--- config.mk ---
export PLATFORM = sky130hd
export DESIGN_NAME = mod_148_timer_bank
export DESIGN_NICKNAME = d
export VERILOG_FILES = /design/src/rtl/mod_148_timer_bank.sv
export SDC_FILE = /design/constraint.sdc
export NUM_CORES = 1
export LEC_CHECK = 0
export BUFFER_PORTS_ARGS = -buffer_cell sky130_fd_sc_hd__buf_2
export CELL_PAD_IN_SITES_DETAIL_PLACEMENT = 0
export CELL_PAD_IN_SITES_GLOBAL_PLACEMENT = 1
export CORE_MARGIN = 8
export CORE_UTILIZATION = 43
export DETAILED_ROUTE_END_ITERATION = 10
export PLACE_DENSITY = 0.86
export SYNTH_ARGS = -nofsm -noshare
export SYNTH_HDL_FRONTEND = slang
export SYNTH_SLANG_ARGS = --single-unit
--- constraint.sdc ---
create_clock -name clk -period 2 [get_ports clk]
set_input_delay 0.1 -clock clk [delete_from_list [all_inputs] [get_ports clk]]
set_output_delay 0.1 -clock clk [all_outputs]
set_load 0.01 [all_outputs]
--- src/rtl/mod_148_timer_bank.sv ---
// Bank of independent PLCA state-diagram timers. Each channel counts duration x TICK_DIV
// clocks and reports done/not_done levels plus a one-cycle expiry pulse.
module mod_148_timer_bank #(
    parameter int NUM_TIMERS = 2,
    parameter int CNT_W      = 16,
    parameter int TICK_DIV   = 1,
    parameter int DIV_W      = 8
) (
    input  logic                        clk,
    input  logic                        reset_n,
    input  logic [NUM_TIMERS-1:0]       start,
    input  logic [NUM_TIMERS-1:0]       stop,
    input  logic [NUM_TIMERS*CNT_W-1:0] duration,
    output logic [NUM_TIMERS-1:0]       timer_done,
    output logic [NUM_TIMERS-1:0]       timer_not_done,
    output logic [NUM_TIMERS-1:0]       expire_pulse
);

    // One-hot encoding: each output level is a state flop bit.
    localparam logic [1:0] ST_IDLE    = 2'b00;
    localparam logic [1:0] ST_RUN     = 2'b01;
    localparam logic [1:0] ST_EXPIRED = 2'b10;

    localparam logic [DIV_W-1:0] DIV_LAST = DIV_W'(TICK_DIV - 1);
    localparam logic [CNT_W-1:0] CNT_ONE  = CNT_W'(1);

    for (genvar i = 0; i < NUM_TIMERS; i++) begin : g_ch
        logic [1:0]       state;
        logic [CNT_W-1:0] remaining;
        logic [DIV_W-1:0] presc;
        logic             pulse;
        logic [CNT_W-1:0] dur;
        logic             tick;

        assign dur  = duration[i*CNT_W +: CNT_W];
        assign tick = (presc == DIV_LAST);

        always_ff @(posedge clk) begin
            // NOTE: sequential state uses non-blocking assignments so every flop samples pre-edge values.
            if (!reset_n) begin
                state     <= ST_IDLE;
                remaining <= '0;
                presc     <= '0;
                pulse     <= 1'b0;
            end else begin
                pulse <= 1'b0;
                if (start[i]) begin
                    presc <= '0;
                    if (dur == '0) begin
                        state     <= ST_EXPIRED;
                        remaining <= '0;
                        pulse     <= 1'b1;
                    end else begin
                        state     <= ST_RUN;
                        remaining <= dur;
                    end
                end else if (stop[i]) begin
                    state     <= ST_IDLE;
                    remaining <= '0;
                    presc     <= '0;
                end else if (state == ST_RUN) begin
                    if (tick) begin
                        presc     <= '0;
                        remaining <= remaining - CNT_ONE;
                        // Last tick: leave RUN on this edge so not_done spans exactly D x TICK_DIV cycles.
                        if (remaining == CNT_ONE) begin
                            state <= ST_EXPIRED;
                            pulse <= 1'b1;
                        end
                    end else begin
                        presc <= presc + 1'b1;
                    end
                end
            end
        end

        assign timer_not_done[i] = state[0];
        assign timer_done[i]     = state[1];
        assign expire_pulse[i]   = pulse;
    end

endmodule
# == After elaboration in Yosys (flattened, before gate mapping) ==
# Cells that the tools add are included.
# word_totals
input_bits,38
latchBits,0
mem_bits_ro,0
ram_bits,0
output_inout_bits,6
elab_cells,69
memories,0
regBits,54
# classes
div_mod_pow,0
multipliers,0
mux,36
bitwise_logic,1
addsub,4
n_eq_ne,4
magnitude_cmp,0
reduce_logical,16
n_shift,0
# op_table
operator,count
16-bit two-way mux,10
16-bit by 1-bit == test with 1-bit output (second input constant),2
16-bit zero test,2
16-bit by 1-bit subtractor with 16-bit output (second input constant),2
2-bit two-way mux,12
3-bit nonzero test,6
8-bit by 1-bit adder with 8-bit output (second input constant),2
8-bit zero test,2
8-bit two-way mux,2
1-bit two-way mux,12
3-bit AND reduction,2
3-bit OR reduction,2
2-bit by 1-bit == test with 1-bit output (second input constant),2
2-bit AND reduction,2
1-bit NOT,1

# == Longest topological paths before layout ==
# depth
depth_word,6
ltp_mapped,8
ltp_nobuf,7

# == Worst setup path after synthesis ==
# No wires, ideal clock.
# synth_timing
kind,reg2reg
start,register g_ch[1].presc[0]
end,register g_ch[1].remaining[8]
arrival_time_ps,1504
path_buffers,0
slack_ps,379
required_time_ps,1883
setup_time_ps,117
synth_period_minus_slack_ps,1621
path_stages_with_launch,8
path_cell_list,dfxtp_1 > inv_1 > ha_1 > nor4b_2 > nand3_2 > nor4_1 > xor2_1 > a32o_1
# synth_via
elab_chain_len,3
# synth_lines
element,line_no,rtl
start: declaration,30,logic [DIV_W-1:0] presc;
start signal: assignment,71,presc <= presc + 1'b1;
8-bit zero test,36,assign tick = (presc == DIV_LAST);
3-bit nonzero test (no source line),n/a,
2-bit AND reduction (no source line),n/a,
end signal: assignment,55,remaining <= dur;
end signal: assignment,64,remaining <= remaining - CNT_ONE;
end: declaration,29,logic [CNT_W-1:0] remaining;
# No other way between the ends.
# A chain may end at the register's enable or synchronous reset.

# == Worst setup path in the final report ==
# layout_timing
start,register g_ch[1].presc[0]
end,register g_ch[1].state[0]
# layout_via
elab_chain_len,3
# layout_lines
element,line_no,rtl
8-bit zero test,36,
3-bit nonzero test (no source line),n/a,
3-bit AND reduction (no source line),n/a,
end signal: assignment,41,state <= ST_IDLE;
end signal: assignment,50,state <= ST_EXPIRED;
end signal: assignment,54,state <= ST_RUN;
end: declaration,28,logic [1:0] state;
# No other way between the ends.

==> flow_metrics.py <==
metrics = {
    "outcome": {
        "status": "complete, no violations",
    },
    "yosys": {
        "ys.flop_type": "dfxtp_1",
        "synth-edff-count": 0,
        "ys_seq_elements": 54,
        "async_flop_share_pct": 0,
        "ys.warnings.count": 0,
        "synth_area_leaders": "dfxtp_1, nor2_1, a21oi_1, o21ai_0, nand2_1",
        "synth.distinct_cells": 54,
        "synth_top_area_share_pct": 34.52,
        "synth_cells": 390,
        "synth_nets": 436,
        "syn_avg_cell_area_um2": 8.030,
        "synth_area_um2": 3132,
        "synth_area_leader_cell": "dfxtp_1",
        "ys_seq_area_share_pct": 34.52,
    },
    "setup_path": {
        "critPathRequiredTime_ns": 2.20,
        "critPathSlowestCell": "and3_1",
        "cp_slowest_stage_delay_ns": 0.48,
        "cp_cell_sequence": "inv_1, ha_1, nor4b_2, and3_1, nand4_2, a32o_1",
        "cp_max_fo": 10,
        "end_kind": "flip-flop",
        "crit_arrival_ns": 2.07,
        "worst_setup_path_start_kind": "flip-flop",
        "critPathBufInv": 1,
        "cp_top_family": "simple AND/OR/NAND/NOR gates",
        "worstSetupPathType": "reg -> reg",
    },
    "layout": {
        "area_growth_pct": 14.34,
        "layout_common_cells": "dfxtp_1, nor2_1, buf_2, a21oi_1, nand2_1",
        "post-route-cell-area_um2": 3581,
        "final_common_cell": "dfxtp_1",
        "fin_nets": 479,
        "drive_gt1_share_pct": 20.05,
        "antenna_cells": 0,
    },
    "routing": {
        "via_per_inst": 5.720,
        "detail_route.wl_per_cell_um": 15.71,
        "drt_iter0_drc": 165,
        "wl_um": 8376,
        "drc": 0,
        "drtPass1Iterations": 4,
        "drtAntennaViolNets": 0,
        "via_count": 3049,
    },
    "job": {
        "maxCapViolations": 0,
    },
    "power": {
        "seqPwrFrac_pct": 50.1,
        "comb_power_share_pct": 22.9,
        "p_int_mw": 1.645,
        "total_leakage_power_nw": 1.365,
        "p_per_area_nw_per_um2": 671.6,
        "netSwitchingFraction_pct": 31.62,
        "vdd_drop_max_v": 0.0002355,
        "clkPwrFrac_pct": 27.0,
        "power_switching_uw": 760.6,
        "p_total_mw": 2.405,
    },
    "sta": {
        "tns_ns": 0,
        "skew_ns": 0.008739,
        "rsz0062_at_grt": "no",
        "hold_viol": 0,
        "fin_crit_ns": 1.862,
        "max_slew_margin_pct": 62.56,
        "fmax_mhz": 536.9,
        "setup_violations": 0,
        "hold_ws_ns": 0.03440,
        "worst_slew_pin_slew_ns": 0.5542,
        "fin_crit_sh_pct": 93.12,
        "slew_viol_final": 0,
    },
    "die": {
        "start_util_pct": 43.88,
        "die_h_um": 101.3,
        "core-area_um2": 7137,
        "die_area_um2": 10270,
        "rows": 31,
        "die_x_um": 101.3,
        "ioPinCount": 44,
    },
    "global_route": {
        "grt_max_degree": 30,
        "grt_pass1_wl_um": 14080,
        "grt_pass1_vias": 2938,
        "grt_use_total_pct": 16.82,
        "grt_overflow": 0,
        "antenna_found_initial": 0,
    },
    "min_path": {
        "hold_class": "in -> reg",
    },
    "clocking": {
        "cts_htree_levels": 2,
        "path_clk_slew_ns": 0.10,
        "clock_latency_ns": 0.31,
        "cts_sinks": 54,
        "clockRootBuffer": "clkbuf_8",
        "cts_buffers": 5,
        "clk_path_buf_depth": 2,
        "tritoncts": "yes",
    },
    "placement": {
        "port_buffers": 43,
        "placed_area_um2": 3471,
        "dp_hpwl_um": 6227,
        "gp_congestion": 0.8533,
    },
}
[area by class of cell]
type                       count  area, um2
fill                         737       3556
inverter                      12      45.04
multi-input combinational    304       1927
clock buffer                   7      86.33
sequential                    54       1081
tap                           99      123.9
timing repair buffer          56      312.8
clock inverter                 1      5.005
[layer usage]
layer  routed length (um)  vias to the layer above  part of all wire, %  GRT usage [%]
met1                 4016                     1441                   48          21.85
met4                  112                        0                  1.3          5.155
met3                  400                       10                  4.8          3.230
met5                    0                        -                    0              0
met2                 3848                       78                   46          27.38
li1                     -                     1520                    -              -
[tightest hold or removal path, delay by kind of cell]
family	cells	cell delay [ns]
buffers and inverters	1	0.10
and+or+nand+nor	1	0.05
AOI/OAI and AO/OA	1	0.05
[sequential cells by signal (all words and copies together) (netlist names)]
signal	flops
g_ch.presc	16
g_ch.pulse	2
g_ch.state	4
g_ch.remaining	32
[path summary, 6_finish.rpt]
path,startpoint,to,slack [ns],cells past startpoint
worst min-delay path,duration[3],g_ch[0].remaining[3],0.03,3
worst min register to register,g_ch[1].remaining[14],g_ch[1].remaining[14],0.49,2
worst max-delay path,g_ch[1].presc[0],g_ch[1].state[0],0.14,6
worst max register to register,g_ch[1].presc[0],g_ch[1].state[0],0.14,6
[synth_stat cells (5+ instances only)]
cell type,instances
and3_1,5
a31oi_1,6
xor2_1,10
xnor2_1,11
nand2_1,29
nand4_1,7
inv_1,12
o21ai_0,25
dfxtp_1,54
ha_1,8
buf_2,6
nor2_1,45
nor3_1,15
a21oi_1,33
a22oi_1,5
nand3_1,17
clkbuf_1,12
nor4_1,15
[power groups by stage]
| stage | combinational [mW] | sequential, mW | clock (mW) |
|---|---|---|---|
| global route | 0.612 | 1.22 | 0.711 |
| finish | 0.551 | 1.21 | 0.648 |
| CTS | 0.537 | 1.20 | 0.663 |
| detailed placement | 0.535 | 1.23 | 0 |
| floorplan | 0.386 | 1.21 | 0 |
| global placement | 0.529 | 1.23 | 0 |
[cell families (layout without fill, tap and decap cells)]
family	after synthesis	in the layout	synth area share [%]
adders and majority gates	8	8	3.196
AOI/OAI and AO/OA	101	101	19.70
muxes	1	1	0.3196
and+or+nand+nor	173	173	32.08
DFF	54	54	34.52
buffers and inverters	32	76	4.315
xor gates and xnor gates	21	21	5.873
[metrics by stage]
| stage | setup slack [ns] | cells | util [%] |
|---|---|---|---|
| after floorplan | 0.3789 | 390 | - |
| after global placement | 0.2230 | 524 | 48.63 |
| after detailed placement | 0.1648 | 524 | 48.63 |
| after CTS | 0.1314 | 532 | 49.91 |
| after global routing | 0.01013 | 533 | 50.18 |
| final | 0.1375 | 533 | 50.18 |
[what timing repair did]
action	in CTS	in global routing
endpoints found under the setup margin	0	1
resized for setup	0	2
setup buffers	0	1
hold buffers	0	0
No activity file was read; power rests on OpenSTA's default activity.
